$ cat src/rtl/sobel_window_stage_pkg.sv
// Shared widths, defaults and helpers for the Sobel window stage.
package sobel_window_stage_pkg;

  localparam int unsigned PIX_W_DEF     = 8;
  localparam int unsigned GRAD_W        = 11;
  localparam int unsigned SUM_W         = 11;
  localparam int unsigned CNT_W         = 12;
  localparam int unsigned FRAME_PIX_DEF = 36;  // 3x3 positions in an 8x8 image
  localparam int unsigned THRESH_DEF    = 128;

  // Magnitude of a signed gradient; -1020 is the most negative value, so no overflow.
  function automatic logic [SUM_W-1:0] grad_abs(input logic signed [GRAD_W-1:0] g);
    logic signed [GRAD_W-1:0] neg_g;
    neg_g = -g;
    return g[GRAD_W-1] ? SUM_W'(unsigned'(neg_g)) : SUM_W'(unsigned'(g));
  endfunction

endpackage

$ cat src/rtl/sobel_frame_counter.sv
// Per-frame beat counter, last-beat flag and edge-pixel accumulator.
module sobel_frame_counter
  import sobel_window_stage_pkg::*;
#(
  parameter int unsigned FRAME_PIX = FRAME_PIX_DEF
) (
  input  logic             clk,
  input  logic             rst_n,
  input  logic             start,
  input  logic             beat_valid,
  input  logic             beat_hs,
  input  logic             beat_edge,
  output logic             last_c,
  output logic [CNT_W-1:0] edge_count
);

  logic [CNT_W-1:0] pix_cnt_q, pix_cnt_d;
  logic [CNT_W-1:0] acc_q, acc_d;
  logic [CNT_W-1:0] edge_count_q, edge_count_d;

  // Next-state for counters; start wins over a handshake but never blocks edge_count.
  always_comb begin
    pix_cnt_d    = pix_cnt_q;
    acc_d        = acc_q;
    edge_count_d = edge_count_q;
    last_c       = beat_valid && (pix_cnt_q == CNT_W'(FRAME_PIX - 1));
    if (beat_hs) begin
      if (last_c) begin
        pix_cnt_d    = '0;
        acc_d        = '0;
        edge_count_d = acc_q + CNT_W'(beat_edge);
      end else begin
        pix_cnt_d = pix_cnt_q + CNT_W'(1);
        acc_d     = acc_q + CNT_W'(beat_edge);
      end
    end
    if (start) begin
      pix_cnt_d = '0;
      acc_d     = '0;
    end
  end

  // Counter registers.
  always_ff @(posedge clk or negedge rst_n) begin
    if (!rst_n) begin
      pix_cnt_q    <= '0;
      acc_q        <= '0;
      edge_count_q <= '0;
    end else begin
      pix_cnt_q    <= pix_cnt_d;
      acc_q        <= acc_d;
      edge_count_q <= edge_count_d;
    end
  end

  assign edge_count = edge_count_q;

endmodule

$ cat src/rtl/sobel_window_stage.sv
// 3-stage Sobel |Gx|+|Gy| pipeline with saturation, threshold and frame accounting.
module sobel_window_stage
  import sobel_window_stage_pkg::*;
#(
  parameter int unsigned PIX_W     = PIX_W_DEF,
  parameter int unsigned FRAME_PIX = FRAME_PIX_DEF,
  parameter int unsigned THRESH    = THRESH_DEF
) (
  input  logic             clk,
  input  logic             RESET_N,
  input  logic             start,
  input  logic             win_valid,
  output logic             win_ready,
  input  logic [PIX_W-1:0] p1,
  input  logic [PIX_W-1:0] p2,
  input  logic [PIX_W-1:0] p3,
  input  logic [PIX_W-1:0] p4,
  input  logic [PIX_W-1:0] p5,
  input  logic [PIX_W-1:0] p6,
  input  logic [PIX_W-1:0] p7,
  input  logic [PIX_W-1:0] p8,
  input  logic [PIX_W-1:0] p9,
  output logic             out_valid,
  input  logic             out_ready,
  output logic [PIX_W-1:0] mag,
  output logic             edge_flag,
  output logic             out_last,
  output logic [CNT_W-1:0] edge_count,
  output logic             busy
);

  localparam int unsigned MAG_MAX = (1 << PIX_W) - 1;

  // Weighted 1-2-1 tap sum of three pixels, zero-extended to gradient width.
  function automatic logic [GRAD_W-1:0] tap3(input logic [PIX_W-1:0] a,
                                             input logic [PIX_W-1:0] b,
                                             input logic [PIX_W-1:0] c);
    return GRAD_W'(a) + (GRAD_W'(b) << 1) + GRAD_W'(c);
  endfunction

  logic                     advance_c;
  logic                     hs_c;
  logic                     s1_valid_q, s1_valid_d;
  logic signed [GRAD_W-1:0] gx_q, gx_d;
  logic signed [GRAD_W-1:0] gy_q, gy_d;
  logic                     s2_valid_q, s2_valid_d;
  logic [SUM_W-1:0]         sum_q, sum_d;
  logic                     out_valid_q, out_valid_d;
  logic [PIX_W-1:0]         mag_q, mag_d;
  logic                     edge_q, edge_d;

  // Pipeline next-state; one global stall freezes every stage including outputs.
  always_comb begin
    advance_c   = !out_valid_q || out_ready;
    s1_valid_d  = s1_valid_q;
    gx_d        = gx_q;
    gy_d        = gy_q;
    s2_valid_d  = s2_valid_q;
    sum_d       = sum_q;
    out_valid_d = out_valid_q;
    mag_d       = mag_q;
    edge_d      = edge_q;
    if (advance_c) begin
      s1_valid_d = win_valid;
      if (win_valid) begin
        gx_d = signed'(tap3(p3, p6, p9) - tap3(p1, p4, p7));
        gy_d = signed'(tap3(p7, p8, p9) - tap3(p1, p2, p3));
      end
      s2_valid_d = s1_valid_q;
      if (s1_valid_q) begin
        sum_d = grad_abs(gx_q) + grad_abs(gy_q);
      end
      out_valid_d = s2_valid_q;
      if (s2_valid_q) begin
        mag_d  = (sum_q > SUM_W'(MAG_MAX)) ? PIX_W'(MAG_MAX) : sum_q[PIX_W-1:0];
        edge_d = (mag_d >= PIX_W'(THRESH));
      end
    end
  end

  // Pipeline registers; reset drops everything in flight.
  always_ff @(posedge clk or negedge RESET_N) begin
    if (!RESET_N) begin
      s1_valid_q  <= 1'b0;
      gx_q        <= '0;
      gy_q        <= '0;
      s2_valid_q  <= 1'b0;
      sum_q       <= '0;
      out_valid_q <= 1'b0;
      mag_q       <= '0;
      edge_q      <= 1'b0;
    end else begin
      s1_valid_q  <= s1_valid_d;
      gx_q        <= gx_d;
      gy_q        <= gy_d;
      s2_valid_q  <= s2_valid_d;
      sum_q       <= sum_d;
      out_valid_q <= out_valid_d;
      mag_q       <= mag_d;
      edge_q      <= edge_d;
    end
  end

  assign hs_c = out_valid_q && out_ready;

  sobel_frame_counter #(
    .FRAME_PIX (FRAME_PIX)
  ) u_frame_counter (
    .clk        (clk),
    .rst_n      (RESET_N),
    .start      (start),
    .beat_valid (out_valid_q),
    .beat_hs    (hs_c),
    .beat_edge  (edge_q),
    .last_c     (out_last),
    .edge_count (edge_count)
  );

  assign win_ready = advance_c;
  assign out_valid = out_valid_q;
  assign mag       = mag_q;
  assign edge_flag = edge_q;
  assign busy      = s1_valid_q || s2_valid_q || out_valid_q;

endmodule
$ cat config.mk
export PLATFORM = sky130hd
export DESIGN_NAME = sobel_window_stage
export DESIGN_NICKNAME = d
export VERILOG_FILES = /design/src/rtl/sobel_window_stage_pkg.sv /design/src/rtl/sobel_frame_counter.sv /design/src/rtl/sobel_window_stage.sv
export SDC_FILE = /design/constraint.sdc
export NUM_CORES = 1
export LEC_CHECK = 0
export ABC_CLOCK_PERIOD_IN_PS = 3410
export CAP_MARGIN = 20
export CORE_UTILIZATION = 39
export DETAILED_ROUTE_END_ITERATION = 10
export PLACE_DENSITY = 0.6
export SYNTH_ARGS = -nofsm -noshare
export SYNTH_HDL_FRONTEND = slang
export SYNTH_SLANG_ARGS = --single-unit
$ cat constraint.sdc
create_clock -name clk -period 3.41 [get_ports clk]
set_input_delay 0.8525 -clock clk [delete_from_list [all_inputs] [get_ports clk]]
set_output_delay 0.8525 -clock clk [all_outputs]
set_load 0.01 [all_outputs]
==> results.toml <==
[grt]
overflow = 0
grt_pass1_vias = 5541
grt_max_degree = 82
antenna_found_initial = 0
grt_pass1_wl_um = 24300
grt.total_usage = 0.169

[cells_and_area]
diodes = 0
area_growth_syn_to_layout_pct = 33.5
seq_area_um2 = 2030
multi_input_area_um2 = 4310
layout_common_cells = "89 x inv_1, 88 x nand2_1, 81 x dfrtp_1, 57 x fa_1, 56 x o21ai_0"
layout_commonest_cell = "inv_1"
nets = 1033
nFillCells = 1492
drive_above_1_share = 0.232
fin_area_um2 = 8780

[route]
wl_um = 13900
viasPerCell = 4.85
ant_nets = 0
wl_per_cell_um = 12.8
drc = 0
first_pass_iters = 4
vias = 5237
drtIter0Drc = 265

[timing]
slew-limit-headroom = 0.555
tns_ns = -2.82
worst_slack_ns = -0.337
setup_viol_count_final = 13
post-route-period-util = 1.10
finalHoldViolations = 0
tightest_slew_ns = 0.665
drv_slew = 0
rsz0062_at_grt = "true"
fmax_mhz = 267
finalClockSkew_ns = 0.00653
min_period_ns = 3.75

[setup_path]
cpMaxStageDelayCell = "fa_1"
worstPathArrival_ns = 3.95
end_kind = "flop"
cp_max_fo = 3
critPathLaunch = "p3[2]"
path_common_cell = "fa_1"
start_kind = "input port"
regToRegStartpoint = "gx_q[1]"
critPathBufInv = 4
worstPathCellList = "buf_8 -> buf_6 -> fa_1 -> fa_1 -> inv_2 -> fa_1 -> inv_2 -> fa_2 -> a21o_1 -> a21oi_2 -> o21bai_1 -> a21oi_1 -> xor2_1 -> o21ai_1"
path_delay_family = "adder cells"
cpPeakStageDelay_ns = 0.56
critical_path_class = "input port to flop"
worst_ep_required_time_ns = 3.61

[clock_tree]
clock_latency_ns = 0.33
holdBufCountCts = 0
cts_tree = "built"
cts.clk_slew.worst_paths_ns = 0.06
htreeDepth = 3
cts_sinks = 81
cts_root_buf = "clkbuf_16"
numCtsBuffers = 9
clockBufferDepth = 2

[die]
rows = 47
io_pins = 102
fp.dieArea_um2 = 17400
fp.dieW_um = 132
coreArea_um2 = 16500
initial_core_util = 0.398
die_h_um = 132

[place]
dpl.hpwl_um = 10800
place.gp.congestion = 0.810
placed_cell_area_um2 = 8130
numPortBuffers = 93

[yosys]
syn_nets = 896
ys.flop_type = "dfrtp_1"
synth_compound_area_frac = 0.122
synth_seq_cells = 81
synth_cells = 717
synthMuxAreaShare = 0.0103
synth_top_family_by_area = "adder cells"
synthXorXnorAreaFrac = 0.0719
ys_seq_area_frac = 0.308
yosys_warnings = 0
synth_edf_count = 0
synth_fa_ha_area_frac = 0.266
ys_async_sr_fraction = 1.00
synth_cell_type_count = 43
synthSimpleGateAreaFrac = 0.128
synth_area_um2 = 6580
avgSynthCellArea_um2 = 9.17

[outcome]
failed_checks = "setup timing"
status = "complete, but fails checks"

[power]
vdd.ir_drop.worst_mv = 0.523
power_leakage_uw = 0.00413
p_per_area_nw_per_um2 = 869

[run]
maxCapViolCount = 0

[worst_hold_path]
hold_path.class = "input port to async pin"
[final timing paths]
| kind | end | slack, ns | cells after the start |
|---|---|---|---|
| setup / recovery | gx_q[7] | -0.34 | 14 |
| hold / removal | u_frame_counter.pix_cnt_q[3] | 0.33 | 1 |
| setup reg to reg | sum_q[9] | 0.43 | 12 |
| hold reg to reg | u_frame_counter.edge_count[5] | 0.48 | 2 |
| max in group asynchronous | gx_q[5] | 2.52 | 2 |
| min in group clk | u_frame_counter.edge_count[5] | 0.48 | 2 |
[what timing repair did]
action | in CTS | in global routing
gates resized for setup | 176 | 39
buffers inserted | 6 | 2
pin swaps | 88 | 60
endpoints found under the setup margin | 18 | 14
[report_power, final]
group | total (uW) | switching (uW) | internal, uW | leakage, uW
Sequential | 1500 | 272 | 1230 | 0.00103
Clock | 971 | 396 | 576 | 0.000152
Combinational | 5160 | 2560 | 2600 | 0.00295
[logic make-up (layout without fill, tap and decap cells)]
logic type                 count (synthesis)  after routing
and+or+nand+nor                          177            177
buffers and inverters                    164            306
xor gates and xnor gates                  54             54
DFF                                       81             81
muxes                                      6              6
AOI/OAI and AO/OA                        133            133
adders and majority gates                102            102
[layer usage]
| layer | track usage | share of wire | vias to the layer above |
|---|---|---|---|
| li1 | - | - | 2578 |
| met1 | 0.211 | 0.43 | 2530 |
| met2 | 0.306 | 0.53 | 113 |
| met3 | 0.0242 | 0.030 | 16 |
| met4 | 0.0413 | 0.012 | 0 |
| met5 | 0 | 0 | - |
[area by class of cell]
| type | count | share of cell area |
|---|---|---|
| well taps | 220 | 0.0314 |
| clock buffers | 9 | 0.0257 |
| flip-flops and latches | 81 | 0.231 |
| clock inverters | 7 | 0.00884 |
| multi-input cells | 472 | 0.491 |
| inverters | 144 | 0.0633 |
| repair buffers | 146 | 0.149 |
[sequential cells by signal, indices dropped and copies added, names as in the netlist]
name                        cells
s1_valid_q                      1
u_frame_counter.acc_q          12
sum_q                          11
out_valid                       1
mag                             8
gx_q                           11
gy_q                           11
edge_flag                       1
s2_valid_q                      1
u_frame_counter.pix_cnt_q      12
u_frame_counter.edge_count     12
[Yosys cell counts, types with 8 or more instances]
master    number  area share
nand3_1        8      0.0061
dfrtp_1       81        0.31
o31ai_1        8      0.0091
ha_1          39       0.074
fa_1          63        0.19
nor2_1        14      0.0080
clkbuf_1      18       0.010
xor2_1        22       0.029
inv_1        144       0.082
o22a_1         9       0.012
nor3_1        25       0.019
a21oi_1       15       0.011
and3_1         8      0.0076
nand2_1       88       0.050
xnor2_1       32       0.043
o21ai_0       69       0.053
[metrics by stage]
| stage | util | total power (uW) | std cells | hold slack, ns | setup WS, ns |
|---|---|---|---|---|---|
| 2_1_floorplan | - | 4660 | 717 | 0.444 | -0.360 |
| 3_3_place_gp | 0.492 | 5920 | 1054 | 0.463 | -1.11 |
| 3_5_place_dp | 0.492 | 5990 | 1054 | 0.472 | -1.20 |
| 4_1_cts | 0.521 | 7430 | 1076 | 0.487 | -0.446 |
| 5_1_grt | 0.531 | 8340 | 1079 | 0.330 | -0.477 |
| 6_report | 0.531 | 7620 | 1079 | 0.333 | -0.337 |
(Power assumes the default switching activity.)
